==> src/rtl/program_loader.sv <==
// Program loader: streams instruction words from an upstream valid/ready source into the
// instruction memory one word at a time, then releases the core once the final word is
// acknowledged. Overflow or a missing memory acknowledge latches a sticky error and parks
// the loader until reset.
module program_loader #(
   parameter int unsigned ADDR_W      = 8,
   parameter int unsigned ACK_TIMEOUT = 15
) (
   input  logic              clk,
   input  logic              rst,
   input  logic              s_valid,
   input  logic [31:0]       s_data,
   input  logic              s_last,
   output logic              s_ready,
   output logic              mem_request,
   output logic              mem_we_re,
   output logic [3:0]        mem_mask,
   output logic [ADDR_W-1:0] mem_address,
   output logic [31:0]       mem_wdata,
   input  logic              mem_valid,
   output logic              core_enable,
   output logic [ADDR_W:0]   word_count,
   output logic              load_err
);

   // Wait counter holds "cycles since the write request", so it must reach ACK_TIMEOUT.
   localparam int unsigned WAIT_W = $clog2(ACK_TIMEOUT + 1);

   // word_count value meaning every address has been written.
   localparam logic [ADDR_W:0] FULL_COUNT = {1'b1, {ADDR_W{1'b0}}};

   // Last WAIT_ACK cycle in which an acknowledge is still honoured; ERROR is then
   // entered ACK_TIMEOUT cycles after the request cycle.
   localparam logic [WAIT_W-1:0] WAIT_LIMIT = WAIT_W'(ACK_TIMEOUT - 1);

   typedef enum logic [2:0] {
      StIdle    = 3'd0,
      StWrite   = 3'd1,
      StWaitAck = 3'd2,
      StDone    = 3'd3,
      StError   = 3'd4
   } state_e;

   state_e              state_q;
   logic [ADDR_W-1:0]   ptr_q;
   logic [WAIT_W-1:0]   wait_cnt_q;
   logic [31:0]         data_q;
   logic                last_q;

   // The pointer and the captured word drive the memory bus directly; only the
   // request/strobe lines need to be qualified by state.
   assign mem_address = ptr_q;
   assign mem_wdata   = data_q;

   // Single-process FSM: every output is a register updated together with the state.
   always_ff @(posedge clk or negedge rst) begin
      if (!rst) begin
         state_q     <= StIdle;
         ptr_q       <= '0;
         word_count  <= '0;
         wait_cnt_q  <= '0;
         data_q      <= '0;
         last_q      <= 1'b0;
         load_err    <= 1'b0;
         core_enable <= 1'b0;
         mem_request <= 1'b0;
         mem_we_re   <= 1'b0;
         mem_mask    <= 4'b0000;
         s_ready     <= 1'b0;
      end else begin
         unique case (state_q)
            StIdle: begin
               if (s_valid && s_ready) begin
                  s_ready <= 1'b0;
                  if (word_count == FULL_COUNT) begin
                     // Memory already full: drop the word without touching the bus.
                     state_q  <= StError;
                     load_err <= 1'b1;
                  end else begin
                     state_q     <= StWrite;
                     data_q      <= s_data;
                     last_q      <= s_last;
                     mem_request <= 1'b1;
                     mem_we_re   <= 1'b1;
                     mem_mask    <= 4'b1111;
                  end
               end else begin
                  // Also raises s_ready on the first edge after reset release.
                  s_ready <= 1'b1;
               end
            end

            StWrite: begin
               state_q     <= StWaitAck;
               mem_request <= 1'b0;
               mem_we_re   <= 1'b0;
               mem_mask    <= 4'b0000;
               wait_cnt_q  <= WAIT_W'(1);
            end

            StWaitAck: begin
               if (mem_valid) begin
                  ptr_q      <= ptr_q + ADDR_W'(1);
                  word_count <= word_count + (ADDR_W + 1)'(1);
                  wait_cnt_q <= '0;
                  if (last_q) begin
                     state_q     <= StDone;
                     core_enable <= 1'b1;
                  end else begin
                     state_q <= StIdle;
                     s_ready <= 1'b1;
                  end
               end else if (wait_cnt_q >= WAIT_LIMIT) begin
                  // Acknowledge never came: the word is not counted.
                  state_q    <= StError;
                  load_err   <= 1'b1;
                  wait_cnt_q <= '0;
               end else begin
                  wait_cnt_q <= wait_cnt_q + WAIT_W'(1);
               end
            end

            StDone: begin
               core_enable <= 1'b1;
               s_ready     <= 1'b0;
            end

            StError: begin
               load_err    <= 1'b1;
               core_enable <= 1'b0;
               s_ready     <= 1'b0;
            end

            default: begin
               state_q  <= StError;
               load_err <= 1'b1;
               s_ready  <= 1'b0;
            end
         endcase
      end
   end

endmodule

==> config.mk <==
export PLATFORM = sky130hd
export DESIGN_NAME = program_loader
export DESIGN_NICKNAME = d
export VERILOG_FILES = /design/src/rtl/program_loader.sv
export SDC_FILE = /design/constraint.sdc
export NUM_CORES = 1
export LEC_CHECK = 0
export CAP_MARGIN = 25
export CORE_ASPECT_RATIO = 2
export CORE_MARGIN = 4
export CORE_UTILIZATION = 51
export CTS_BUF_LIST = sky130_fd_sc_hd__clkbuf_2 sky130_fd_sc_hd__clkbuf_4 sky130_fd_sc_hd__clkbuf_8
export DETAILED_ROUTE_END_ITERATION = 8
export PLACE_DENSITY = 0.88
export SYNTH_ARGS = -nofsm -noshare
export SYNTH_HDL_FRONTEND = slang
export SYNTH_SLANG_ARGS = --single-unit
==> constraint.sdc <==
create_clock -name clk -period 4.2 [get_ports clk]
set_input_delay 0.84 -clock clk [delete_from_list [all_inputs] [get_ports clk]]
set_output_delay 0.84 -clock clk [all_outputs]
set_load 0.01 [all_outputs]
## Word level (Yosys, flattened, before mapping)

Cells that the tools add are included.
W data, S select, Z words.

| cells by class | value |
|---|---|
| $add $sub $neg | 3 |
| magnitude comparators | 1 |
| mux-type cells | 27 |
| reductions and logical operators | 14 |
| equality and inequality tests | 14 |
| bitwise logic cells | 4 |

Operator list:

| cell | number |
|---|---|
| $mux W4 | 4 |
| $ne A2 B2 Y1 const B | 8 |
| $pmux W4 S2 | 2 |
| $reduce_and A3 Y1 | 5 |
| $mux W3 | 4 |
| $pmux W3 S4 | 1 |
| $mux W1 | 11 |
| $add A9 B1 Y9 const B | 1 |
| $eq A9 B9 Y1 const B | 1 |
| $pmux W1 S3 | 3 |
| $add A8 B1 Y8 const B | 1 |
| $eq A3 B2 Y1 const B | 2 |
| $reduce_and A5 Y1 | 1 |
| $add A4 B1 Y4 const B | 1 |
| $ge A4 B4 Y1 const B | 1 |
| $not A1 Y1 | 4 |
| $reduce_bool A2 Y1 | 2 |
| $reduce_or A2 Y1 | 2 |
| $eq A3 B1 Y1 const B | 1 |
| $eq A3 B3 Y1 const B | 1 |
| $logic_not A3 Y1 | 1 |
| $ne A3 B3 Y1 const B | 1 |
| $reduce_bool A3 Y1 | 1 |
| $mux W2 | 1 |
| other kinds (3) | 3 |

| word-level totals | value |
|---|---|
| word-level logic and storage cells | 74 |
| input port bits | 37 |
| register bits after elaboration | 65 |
| output and inout bits | 58 |

## Depth between registers and ports, before layout

| logic depth | value |
|---|---|
| depth in word-level cells | 4 |
| mapped depth | 6 |
| mapped depth without buffers | 5 |

## Worst setup path before layout

Ideal clock, no wire load.

| path | value |
|---|---|
| kind | input to register |
| start point | input s_valid |
| end point | register data_q[0], in the netlist mem_wdata[0] |
| slack | 2174 ps |
| data required time | 4075 ps |
| data arrival time | 1901 ps |
| buffers on the path | 1 |
| stages on the path | 4 |
| library setup time | 125 ps |
| cell sequence | nand4bb_1 a211oi_4 buf_6 mux2_4 |

| on the way | value |
|---|---|
| longest elaborated chain between the ends | 2 |

RTL lines:

| item | RTL line | RTL |
|---|---|---|
| start, declared | 11 | `input logic s_valid,` |
| $logic_and A1 B1 Y1 | 73 | `if (s_valid && s_ready) begin` |
| $reduce_and A3 Y1 (no source line) | n/a |  |
| end signal, assigned | 81 | `data_q <= s_data;` |
| end, declared | 47 | `logic [31:0] data_q;` |

No other way between the ends.
A chain may end at the register's enable or synchronous reset.

## Worst setup path after layout

| path | value |
|---|---|
| start point | input s_valid |
| end point | register data_q[27], in the netlist mem_wdata[27] |

The elaborated chain is that of the path after synthesis.

==> reports/results.tsv <==
stage	metric	value	unit
place	RD Place Congestion	0.791	
worst_setup_path	Max FO, Critical Path	27	
finish	number of fill cells	377	
synth	Post-synth EDFFs	0	
worst_hold_path	WHS Path Cells	1	
run_status	outcome	finished clean	
pwr	Flop pwr share	39.5	%
finish	Core Util, Final	73.3	%
drt	DR WL/cell	18.3	um
worst_setup_path	CP Capture Type	register	
floorplan	Core ar.	0.00542	sq mm
worst_setup_path	R2R Setup Slk	1860	ps
pwr	LEAKAGE	1.69	nW
timing	setup violators final	0	
timing	Max Clk Rate	389	MHz
synth	Commonest cells post-synth	61 x dfrtp_1, 29 x mux2_4, 15 x xnor2_1	
timing	Hold Fails Final Rpt	0	
drt	first-pass iteration count of the detailed router	4	
worst_setup_path	startpoint types	primary input	
clocking	worst skew pair latency	340	ps
synth	synthesis warning total	0	
synth	syn_area_per_cell	13.8	sq um
floorplan	Die W	60.8	um
job	max_cap viols	0	
finish	share of layout cells above drive strength 1	19.4	%
synth	Syn Inst Count	206	
timing	worst slew pin tran	751	ps
timing	TNS Setup	0	ps
synth	post-synth top area cell	dfrtp_1	
grt	gr usage total	21.5	%
place	# port buffers	94	
pwr	switch share	31.7	%
pwr	clock power share	18.8	%
floorplan	I/O pin count	95	
finish	Net count, final	341	
finish	area delta synth->final	39.8	%
pwr	total power per unit cell area	642	mW/mm^2
worst_hold_path	Worst Hold Launch	mem_address[7]	
drt	Routed WL	6680	um
drt	Initial DRC Count	52	
timing	fin crit share	61.1	%
worst_setup_path	Critical Path AT	2790	ps
timing	Slew Limit Headroom	49.9	%
finish	number of diodes	0	
worst_setup_path	required time worst endpoint	4430	ps
clocking	CTS tree	yes	
synth	syn nets	248	
synth	count leader, synth	dfrtp_1	
grt	first-pass GRT wire length	10800	um
synth	Mapped Area	0.00284	sq mm
grt	initial antenna violation count	0	
grt	GR Overflow Total	0	
clocking	clock slew at reported path FFs	70	ps
synth	largest cells by area after synthesis	dfrtp_1 54%, mux2_4 15%, xnor2_1 4.6%	
clocking	post-CTS resize count	0	
timing	Clock Skews	10.6	ps
pwr	logic gate share of total power	41.7	%
floorplan	Die Area	0.00690	sq mm
worst_setup_path	Worst R2R End	mem_wdata[27]	
timing	RSZ-0062 raised after global routing	false	
timing	Final Critical Period	2570	ps
grt	vias in the first global route	2093	
drt	drt via density	5.45	
floorplan	Initial Utilization	52.4	%
synth	Seq cells post-synth	61	
worst_setup_path	Setup crit start	s_valid	
grt	largest net degree at the start of global routing	35	
place	DP Wirelength	4840	um
drt	ANT nets after route	0	
clocking	Bufs on Longest Clock Path	2	
worst_setup_path	reg2reg path depth	6	
floorplan	die height	114	um
pwr	Psw	0.808	mW
synth	asr flop ratio synth	100	%
timing	max-slew violation count	0	
worst_setup_path	r2r startpoint	word_count[0]	
clocking	root buffer cell	clkbuf_8	
clocking	clk sink count	61	
worst_setup_path	Setup Crit Path Kind	in -> reg	
synth	share of the synthesized area in the top cell type	53.7	%
drt	# DRC	0	
synth	Synth cell types	44	
clocking	Num CTS Buffers	9	
worst_hold_path	worst hold path endpoint	mem_address[7]	
clocking	hold_buf cts	0	
synth	Synth Flop Type	dfrtp_1	
pwr	internal power	1.74	mW
pwr	maximum vdd drop	0.000486	V
synth	register area share after synthesis	53.7	%
floorplan	Rows	38	
worst_hold_path	Hold Path Class	reg -> reg	
clocking	Setup Buffers After CTS	0	
drt	routed vias	1985	
clocking	H-tree depth reported by CTS	3	
-- cell type report --
class                      instances  area [sq um]  share of cell area (%)
inverter                           6          22.5                   0.567
clock buffer                      11           151                    3.81
timing repair buffer              97           971                    24.4
sequential                        61          1530                    38.4
tap                               60          75.1                    1.89
multi-input combinational        124          1190                    30.0
clock inverter                     5          35.0                   0.882
-- layer usage --
metal  global-route usage, %  part of all wire, %  wire [um]
met5                       0                    0          0
met3                    6.46                  5.4        360
met4                    7.96                  2.5        170
met1                    25.9                   38       2540
met2                    35.3                   54       3610
-- through the flow --
| stage | area (sq um) | total power [mW] | cells | hold slack, ps | setup WS (ps) |
|---|---|---|---|---|---|
| after detailed placement | 3780 | 2.09 | 348 | 470 | 1240 |
| after global placement | 3780 | 2.04 | 348 | 473 | 1360 |
| after floorplan | 2840 | 1.52 | 206 | 508 | 2170 |
| after CTS | 3970 | 2.58 | 364 | 480 | 1620 |
| after global routing | 3970 | 2.70 | 364 | 519 | 1550 |
| final | 3970 | 2.55 | 364 | 476 | 1630 |
-- registers in the layout (all words and copies together), names as in the netlist --
register	flops
mem_wdata	32
word_count	9
mem_address	8
wait_cnt_q	4
state_q	3
core_enable	1
last_q	1
load_err	1
mem_mask	1
s_ready	1
-- how the worst max path moves through the flow --
stage / to / depth (start not counted)
floorplan: mem_wdata[0] / 4
global placement: mem_wdata[28] / 5
detailed placement: mem_wdata[27] / 5
CTS: mem_wdata[27] / 5
global route: mem_wdata[27] / 5
finish: mem_wdata[27] / 5
-- layout by cell type (no fill, tap or decap), types with 3 or more instances in the layout --
cell             Yosys  final
clkdlybuf4s50_1      0     93
dfrtp_1             61     61
mux2_4              29     29
xnor2_1             15     15
clkbuf_8             0     11
inv_1                6      6
nand4_1              6      6
o21ai_0              6      6
nand2_1              6      6
nand3_1              5      5
mux2_2               5      5
ha_1                 5      5
and3_1               4      4
a21oi_1              4      4
clkinvlp_4           0      4
nand2b_1             3      3
-- power groups by stage --
stage,logic (mW),clock network (mW),registers (mW)
floorplan,0.472,0,1.05
global placement,1.04,0,0.999
detailed placement,1.08,0,1.01
CTS,1.08,0.491,1.01
global route,1.14,0.519,1.04
finish,1.06,0.480,1.01
-- critical path, stage by stage --
cell and delay [ps]:
clkdlybuf4s50_1 510, nand4bb_1 180, a211oi_4 580, buf_12 300, mux2_2 370
-- cell families (layout without fill, tap and decap cells) --
logic type      after synthesis  after routing  share of synthesized area (%)
simple gates                 41             41                           9.52
compound gates               28             28                           7.71
flops                        61             61                           53.7
xor+xnor                     16             16                           4.93
mux                          34             34                           17.3
buf+inv                      21            119                           4.58
fa+ha+maj                     5              5                           2.20
No activity file was read; power rests on OpenSTA's default activity.
